### src/rtl/avalon_arb_pkg.sv
// Shared types and default widths for the Avalon-MM upsizer front-end arbiter.
package avalon_arb_pkg;

    typedef enum logic [0:0] {
        IDLE = 1'b0,
        BUSY = 1'b1
    } arb_state_e;

    localparam int DEF_NUM_REQ      = 2;
    localparam int DEF_ADDR_W       = 15;
    localparam int DEF_DATA_W       = 128;
    localparam int DEF_READ_LATENCY = 1;

    // Width of an encoded requester id; never narrower than one bit.
    function automatic int id_width(input int n);
        return (n <= 1) ? 1 : $clog2(n);
    endfunction

endpackage

### src/rtl/avalon_upsizer_arbiter_rr.sv
// Combinational round-robin picker: the lowest-indexed request strictly after
// last_id wins, wrapping around to index 0.
module rr_arbiter #(
    parameter int NUM_REQ = 2,
    parameter int ID_W    = 1
) (
    input  logic [NUM_REQ-1:0] req,
    input  logic [ID_W-1:0]    last_id,
    output logic [NUM_REQ-1:0] grant,
    output logic [ID_W-1:0]    grant_id,
    output logic               grant_vld
);

    always_comb begin
        grant_id  = '0;
        grant_vld = 1'b0;
        // First pass covers the indices above the pointer, second pass wraps.
        for (int i = 0; i < NUM_REQ; i++) begin
            if (!grant_vld && req[i] && (i > int'(last_id))) begin
                grant_vld = 1'b1;
                grant_id  = ID_W'(i);
            end
        end
        for (int i = 0; i < NUM_REQ; i++) begin
            if (!grant_vld && req[i] && (i <= int'(last_id))) begin
                grant_vld = 1'b1;
                grant_id  = ID_W'(i);
            end
        end
    end

    always_comb begin
        grant = '0;
        for (int i = 0; i < NUM_REQ; i++) begin
            grant[i] = grant_vld && (grant_id == ID_W'(i));
        end
    end

endmodule

### src/rtl/avalon_upsizer_arbiter.sv
// Round-robin sharing of the upsizer's 128-bit slave port among NUM_REQ requesters,
// with a registered command stage and a fixed-latency read-return id pipeline.
module avalon_upsizer_arbiter
    import avalon_arb_pkg::*;
#(
    parameter  int NUM_REQ      = DEF_NUM_REQ,
    parameter  int ADDR_W       = DEF_ADDR_W,
    parameter  int DATA_W       = DEF_DATA_W,
    parameter  int READ_LATENCY = DEF_READ_LATENCY,
    localparam int BE_W         = DATA_W / 8,
    localparam int ID_W         = id_width(NUM_REQ)
) (
    input  logic                      clk,
    input  logic                      rst,
    input  logic [NUM_REQ*ADDR_W-1:0] ReqAddr_i,
    input  logic [NUM_REQ-1:0]        ReqRead_i,
    input  logic [NUM_REQ-1:0]        ReqWrite_i,
    input  logic [NUM_REQ*BE_W-1:0]   ReqByteEnable_i,
    input  logic [NUM_REQ*DATA_W-1:0] ReqWriteData_i,
    output logic [NUM_REQ-1:0]        ReqWaitReq_o,
    output logic [DATA_W-1:0]         ReqReadData_o,
    output logic [NUM_REQ-1:0]        ReqReadValid_o,
    output logic [ADDR_W-1:0]         DnAddr_o,
    output logic                      DnRead_o,
    output logic                      DnWrite_o,
    output logic [BE_W-1:0]           DnByteEnable_o,
    output logic [DATA_W-1:0]         DnWriteData_o,
    input  logic [DATA_W-1:0]         DnReadData_i,
    input  logic                      DnWaitReq_i,
    output logic                      ProtoErr_o
);

    arb_state_e          state, state_nxt;
    logic [ID_W-1:0]     rr_last;
    logic                proto_err;

    logic [NUM_REQ-1:0]  req_any;
    logic [NUM_REQ-1:0]  grant;
    logic [ID_W-1:0]     grant_id;
    logic                grant_vld;

    logic [ADDR_W-1:0]   win_addr;
    logic [BE_W-1:0]     win_be;
    logic [DATA_W-1:0]   win_wdata;
    logic                win_rd;
    logic                win_wr;

    logic [ADDR_W-1:0]   cmd_addr_p0;
    logic [BE_W-1:0]     cmd_be_p0;
    logic [DATA_W-1:0]   cmd_wdata_p0;
    logic                cmd_rd_p0;
    logic                cmd_wr_p0;
    logic [ID_W-1:0]     cmd_id_p0;

    logic                load;
    logic                accept;
    logic                rd_accept;
    logic                busy;

    logic [READ_LATENCY-1:0] vld_p;
    logic [ID_W-1:0]         id_p [READ_LATENCY];

    assign req_any = ReqRead_i | ReqWrite_i;

    rr_arbiter #(
        .NUM_REQ (NUM_REQ),
        .ID_W    (ID_W)
    ) u_rr (
        .req       (req_any),
        .last_id   (rr_last),
        .grant     (grant),
        .grant_id  (grant_id),
        .grant_vld (grant_vld)
    );

    // Read+write from one requester is issued as a write only.
    always_comb begin
        win_addr  = '0;
        win_be    = '0;
        win_wdata = '0;
        win_rd    = 1'b0;
        win_wr    = 1'b0;
        for (int i = 0; i < NUM_REQ; i++) begin
            if (grant[i]) begin
                win_addr  = ReqAddr_i[i*ADDR_W +: ADDR_W];
                win_be    = ReqByteEnable_i[i*BE_W +: BE_W];
                win_wdata = ReqWriteData_i[i*DATA_W +: DATA_W];
                win_wr    = ReqWrite_i[i];
                win_rd    = ReqRead_i[i] & ~ReqWrite_i[i];
            end
        end
    end

    always_comb begin
        state_nxt = state;
        load      = 1'b0;
        accept    = 1'b0;
        case (state)
            IDLE: begin
                if (grant_vld) begin
                    load      = 1'b1;
                    state_nxt = BUSY;
                end
            end
            BUSY: begin
                if (!DnWaitReq_i) begin
                    accept    = 1'b1;
                    state_nxt = IDLE;
                end
            end
            default: state_nxt = IDLE;
        endcase
    end

    always_ff @(posedge clk) begin
        if (rst) begin
            state     <= IDLE;
            rr_last   <= ID_W'(NUM_REQ - 1);
            proto_err <= 1'b0;
        end else begin
            state <= state_nxt;
            if (accept) begin
                rr_last <= cmd_id_p0;
            end
            if (|(ReqRead_i & ReqWrite_i)) begin
                proto_err <= 1'b1;
            end
        end
    end

    // Stage p0: registered command, qualified by BUSY at the outputs.
    always_ff @(posedge clk) begin
        if (load) begin
            cmd_addr_p0  <= win_addr;
            cmd_be_p0    <= win_be;
            cmd_wdata_p0 <= win_wdata;
            cmd_rd_p0    <= win_rd;
            cmd_wr_p0    <= win_wr;
            cmd_id_p0    <= grant_id;
        end
    end

    assign busy           = (state == BUSY);
    assign DnAddr_o       = busy ? cmd_addr_p0  : '0;
    assign DnByteEnable_o = busy ? cmd_be_p0    : '0;
    assign DnWriteData_o  = busy ? cmd_wdata_p0 : '0;
    assign DnRead_o       = busy & cmd_rd_p0;
    assign DnWrite_o      = busy & cmd_wr_p0;
    assign ProtoErr_o     = proto_err;

    always_comb begin
        ReqWaitReq_o = '1;
        for (int i = 0; i < NUM_REQ; i++) begin
            ReqWaitReq_o[i] = !(accept && (cmd_id_p0 == ID_W'(i)));
        end
    end

    assign rd_accept = accept & cmd_rd_p0;

    // Stages p[0..READ_LATENCY-1]: read-return tags aligned with DnReadData_i.
    always_ff @(posedge clk) begin
        if (rst) begin
            vld_p <= '0;
        end else begin
            vld_p[0] <= rd_accept;
            for (int i = 1; i < READ_LATENCY; i++) begin
                vld_p[i] <= vld_p[i-1];
            end
        end
    end

    always_ff @(posedge clk) begin
        id_p[0] <= cmd_id_p0;
        for (int i = 1; i < READ_LATENCY; i++) begin
            id_p[i] <= id_p[i-1];
        end
    end

    assign ReqReadData_o = DnReadData_i;

    always_comb begin
        ReqReadValid_o = '0;
        for (int i = 0; i < NUM_REQ; i++) begin
            ReqReadValid_o[i] = vld_p[READ_LATENCY-1] && (id_p[READ_LATENCY-1] == ID_W'(i));
        end
    end

endmodule

### config.mk
export PLATFORM = sky130hd
export DESIGN_NAME = avalon_upsizer_arbiter
export DESIGN_NICKNAME = d
export VERILOG_FILES = /design/src/rtl/avalon_arb_pkg.sv /design/src/rtl/avalon_upsizer_arbiter_rr.sv /design/src/rtl/avalon_upsizer_arbiter.sv
export SDC_FILE = /design/constraint.sdc
export NUM_CORES = 1
export LEC_CHECK = 0
export CAP_MARGIN = 5
export CORE_AREA = 2 2 291 293
export DETAILED_ROUTE_END_ITERATION = 12
export DIE_AREA = 0 0 293 295
export PLACE_DENSITY = 0.42
export SLEW_MARGIN = 5
export SYNTH_ARGS = -nofsm -noshare
export SYNTH_HDL_FRONTEND = slang
export SYNTH_SLANG_ARGS = --single-unit
### constraint.sdc
create_clock -name clk -period 13.2 [get_ports clk]
set_input_delay 3.96 -clock clk [delete_from_list [all_inputs] [get_ports clk]]
set_output_delay 3.96 -clock clk [all_outputs]
set_load 0.05 [all_outputs]
# Word level (Yosys, flattened, before mapping)

Memory sizes are Yosys's and may differ from the RTL's.
Cells that the tools add are included.
W data, S select, Z words.

Bitwise gates (word level): 13
Multiplexer cells: 24
Reductions and logical operators: 15
Order comparisons: 2

Operator list:

| cell                 | number |
|---|---|
| $mux W128            | 3 |
| $mux W16             | 3 |
| $mux W15             | 3 |
| $mux W1              | 14 |
| $logic_and A1 B1 Y1  | 10 |
| $not A1 Y1           | 6 |
| $and A1 B1 Y1        | 5 |
| $logic_not A1 Y1     | 4 |
| $and A2 B2 Y2        | 1 |
| $or A2 B2 Y2         | 1 |
| $pmux W1 S2          | 1 |
| $reduce_or A2 Y1     | 1 |
| $gt A1 B1 Y1 const A | 1 |
| $le A1 B1 Y1 const A | 1 |

Logic and storage cells: 65
Output and inout port bits: 294
Memories kept: 1
Memory bits (writable): 1
Register bits: 166

Memory list:

| name | words | width | read ports | clocked after memory_dff | write ports | RTL line                     | source |
|---|---|---|---|---|---|---|---|
| id_p | 1     | 1     | 1          | 0                        | 1           | avalon_upsizer_arbiter.sv:61 | `logic [ID_W-1:0] id_p [READ_LATENCY];` |

# Longest topological paths before layout

Depth after elaboration: 14
Mapped depth: 6
Depth with buffers taken out: 3

# Hierarchy

From an unflattened synthesis, not the netlist that was laid out.

Cell total of the unflattened synthesis: 697
Area, all modules: 8802.2 sq um

By module, submodules not included:

| module                 | area each (sq um) | cells an instance | instances |
|---|---|---|---|
| avalon_upsizer_arbiter | 8769.7            | 692               | 1 |
| rr_arbiter             | 32.5              | 5                 | 1 |

# Least setup slack after synthesis

OpenSTA, ideal clock, no wires.

Path kind: input port to flip-flop
Start: in ReqWrite_i[0]
End: reg cmd_addr_p0[0] (enable)
Data arrival time: 11.831 ns
Buffers on the path: 0
Stages on the path: 2
Path slack: 0.632 ns
Required time: 12.463 ns
Path through: nor2_1 -> a21oi_1

Cells in the longest elaborated chain, start to end: 9

RTL lines:

| item                             | RTL line                        | source |
|---|---|---|
| from (decl)                      | avalon_upsizer_arbiter.sv:17    | `input logic [NUM_REQ-1:0] ReqWrite_i,` |
| $or A2 B2 Y2 *                   | avalon_upsizer_arbiter.sv:63    | `assign req_any = ReqRead_i \| ReqWrite_i;` |
| $logic_and A1 B1 Y1 *            | avalon_upsizer_arbiter_rr.sv:25 | `if (!grant_vld && req[i] && (i <= int'(last_id))) begin` |
| $mux W1 *                        | avalon_upsizer_arbiter_rr.sv:25 |  |
| $logic_not A1 Y1                 | avalon_upsizer_arbiter_rr.sv:25 |  |
| $logic_and A1 B1 Y1 (2 in a row) | avalon_upsizer_arbiter_rr.sv:25 |  |
| $mux W1 *                        | avalon_upsizer_arbiter_rr.sv:25 |  |
| $mux W1 *                        | avalon_upsizer_arbiter.sv:100   | `if (grant_vld) begin` |
| $mux W1 *                        | avalon_upsizer_arbiter.sv:98    | `case (state)` |
| named net load                   | avalon_upsizer_arbiter.sv:55    | `logic load;` |
| to (signal assigned)             | avalon_upsizer_arbiter.sv:134   | `cmd_addr_p0 <= win_addr;` |
| to (decl)                        | avalon_upsizer_arbiter.sv:48    | `logic [ADDR_W-1:0] cmd_addr_p0;` |

The timed path passes the listed nets; every way through them passes the cells marked *.
A chain may end at the register's enable or synchronous reset.

# Worst setup path after layout

Start: in DnWaitReq_i
End: out ReqWaitReq_o[0]

Cells in the longest elaborated chain, start to end: 4

RTL lines:

| item                | RTL line                      | source |
|---|---|---|
| from (decl)         | avalon_upsizer_arbiter.sv:29  | `input logic DnWaitReq_i,` |
| $mux W1             | avalon_upsizer_arbiter.sv:106 | `if (!DnWaitReq_i) begin` |
| $mux W1             | avalon_upsizer_arbiter.sv:98  |  |
| $logic_and A1 B1 Y1 | avalon_upsizer_arbiter.sv:154 | `ReqWaitReq_o[i] = !(accept && (cmd_id_p0 == ID_W'(i)));` |
| $logic_not A1 Y1    | avalon_upsizer_arbiter.sv:154 |  |
| to (decl)           | avalon_upsizer_arbiter.sv:20  | `output logic [NUM_REQ-1:0] ReqWaitReq_o,` |

Every way passes these cells.

==> impl_metrics.toml <==
[clock_network]
clkSinkCount = 167
path_clk_slew_ps = 70
clkLatencyLatePin_ps = 490
cts_tree = "yes"
root_buffer = "clkbuf_16"
cts.htree.levels = 4
post-cts-setup-buffer-count = 0
postCtsHoldBufs = 0
post_cts_resized = 0
cts_made_buffers = 17
cts_buffer_depth = 2

[setup_path]
reg2reg_depth = 3
crit_arrival_ps = 5520
r2r_start = "busy"
path_max_fanout = 4
r2r_end = "cmd_wdata_p0[41]"
required_ps = 9240
critPathLaunchType = "primary input"
reg2reg_slack_ps = 10360
crit_path_end_kind = "output pin"
worstSetupPathType = "primary input to output pin"

[flow_run]
maxCapViolCount = 0

[floorplan]
row_count = 106
core_um2 = 83200
die_h_um = 295
start_util = 0.106
die_w_um = 293
io_pins = 747
fp.dieArea_um2 = 86400

[layout]
mostFrequentLayoutCell = "clkdlybuf4s50_1"
area_growth_pct = 63.6
fin_area_um2 = 14400
n_fill_cell = 9103
most-common-layout-cells = "clkdlybuf4s50_1, and2_1, edfxtp_1, a22o_1, clkbuf_16"
drive_gt1_frac = 0.0384
antenna_cells = 0
layout.nets = 1481
fin_util = 0.173

[global_route]
grt_use_met1 = 0.0885
grt_max_degree = 104
use_met3 = 0.0357
grtUsageMet2 = 0.152
grt_overflow = 0
grt_busiest_layer = "met2"
antenna_found_initial = 3
grt_pass1_vias = 7097
gr-usage-all-layers = 0.0873
grt_pass1_wl_um = 52900

[detailed_routing]
detail_route.wl_per_cell_um = 18.5
drtPass1Iterations = 4
drt-initial-drc-count = 301
drt_wl_total_um = 39300
drcViolationCount = 0
num_vias = 6755
drtAntennaViolNets = 0
drt-vias-per-instance = 3.18

[worst_hold_path]
min_path_type = "register to register"
hold_end = "id_p[0]"
hp-start = "cmd_id_p0"
min_delay_path_depth = 0

[sta]
fin_worst_skew_ps = 25.2
period_minus_slack_ps = 9480
setup_violations = 0
finalMaxSlewViolations = 0
tns_ps = 0
worst_slack_ps = 3720
clock.fmax_ghz = 0.105
period_share = 0.718
grt_setup_unrepaired = "no"
relSlewSlack = 0.198
hold_violations = 0
worstMarginPinSlew_ps = 1200

[yosys]
synth_nets = 1148
yosysUniqueCellTypes = 20
synth_area_um2 = 8800
yosysWarningCount = 0
syn_inst = 695
avgSynthCellArea_um2 = 12.7
yosys_register_bits = 167
ys_seq_area_frac = 0.564

[power_and_ir_drop]
ir_drop_mv = 0.0635
power.leakage_nw = 5.08
pwr-share-comb = 0.291
p_sw_frac = 0.319
p_int_w = 0.00112
clkPwrFrac = 0.298
power_frac_seq = 0.411
power_density_nw_per_um2 = 115
power.net_switching_w = 0.000527

[placed_design]
port_buffers = 490
pre_cts_slack_ps = 3710
place_congestion = 0.743
place_area_um2 = 13800
place_hpwl_um = 30200

[outcome]
status = "finished, final reports clean"
-- power groups by stage --
stage	sequential, W	clock, W	combinational (W)
detailed placement	0.000690	0	0.000486
finish	0.000678	0.000491	0.000480
global placement	0.000689	0	0.000488
floorplan	0.000687	0	0.000367
CTS	0.000679	0.000525	0.000490
global route	0.000685	0.000542	0.000507
-- layer usage --
metal | wire length, µm | vias up
met5 | 27 | -
met4 | 1580 | 4
met3 | 3930 | 125
met2 | 19600 | 351
met1 | 14200 | 3191
li1 | - | 3084
-- cell type report --
| class | instances | area [µm²] | share of cell area |
|---|---|---|---|
| clock buffer | 17 | 425 | 0.0295 |
| timing repair buffer | 496 | 4950 | 0.344 |
| multi-input combinational | 343 | 2570 | 0.178 |
| clock inverter | 15 | 128 | 0.00886 |
| inverter | 3 | 11.3 | 0.000782 |
| tap | 1080 | 1350 | 0.0938 |
| sequential | 167 | 4970 | 0.345 |
-- cells in the mapped netlist (all sizes together) --
cell type    n  area [µm²]
a221oi       1        8.76
a21oi        3        15.0
nor2         4        15.0
dfxtp        5         100
o22a         2        17.5
nor2b        3        18.8
nand2b       2        12.5
clkbuf      18        67.6
o21bai       1        7.51
inv          3        11.3
and2       163        1020
buf        164        1220
nor3b        1        7.51
nand2        2        7.51
o211ai       1        7.51
a22o       159        1390
edfxtp     162        4860
a311oi       1        8.76
-- worst max-delay path by stage --
| stage | startpoint | end | slack (ps) | cells after the start |
|---|---|---|---|---|
| 6_report | DnWaitReq_i | ReqWaitReq_o[0] | 3720 | 4 |
| 5_1_grt | DnWaitReq_i | ReqWaitReq_o[0] | 3660 | 4 |
| 4_1_cts | DnWaitReq_i | ReqWaitReq_o[0] | 3700 | 4 |
| 3_5_place_dp | DnWaitReq_i | ReqWaitReq_o[0] | 3710 | 4 |
| 3_3_place_gp | DnWaitReq_i | ReqWaitReq_o[0] | 3710 | 4 |
| 2_1_floorplan | ReqWrite_i[0] | cmd_addr_p0[0] | 630 | 2 |
-- registers in the layout, indices dropped and copies added (netlist names) --
name / count
cmd_wdata_p0: 128
cmd_be_p0: 16
cmd_addr_p0: 15
ProtoErr_o: 1
busy: 1
cmd_id_p0: 1
cmd_rd_p0: 1
cmd_wr_p0: 1
id_p: 1
rr_last: 1
vld_p: 1
-- cell families after synthesis --
family                 synth area share
DFF                               0.564
and+or+nand+nor                   0.123
buffers and inverters             0.148
AOI/OAI and AO/OA                 0.166
-- critical path, stage by stage --
cell and delay (ps):
clkdlybuf4s50_1 420, nor2b_1 270, nand2b_1 140, clkdlybuf4s50_1 730
-- through the flow --
stage	power [W]	cells	hold WS, ps
final	0.00165	2121	410
after global routing	0.00173	2121	430
after CTS	0.00169	2121	419
after detailed placement	0.00118	2089	403
after global placement	0.00118	2089	418
after floorplan	0.00105	695	361
No activity file was read; power rests on OpenSTA's default activity.
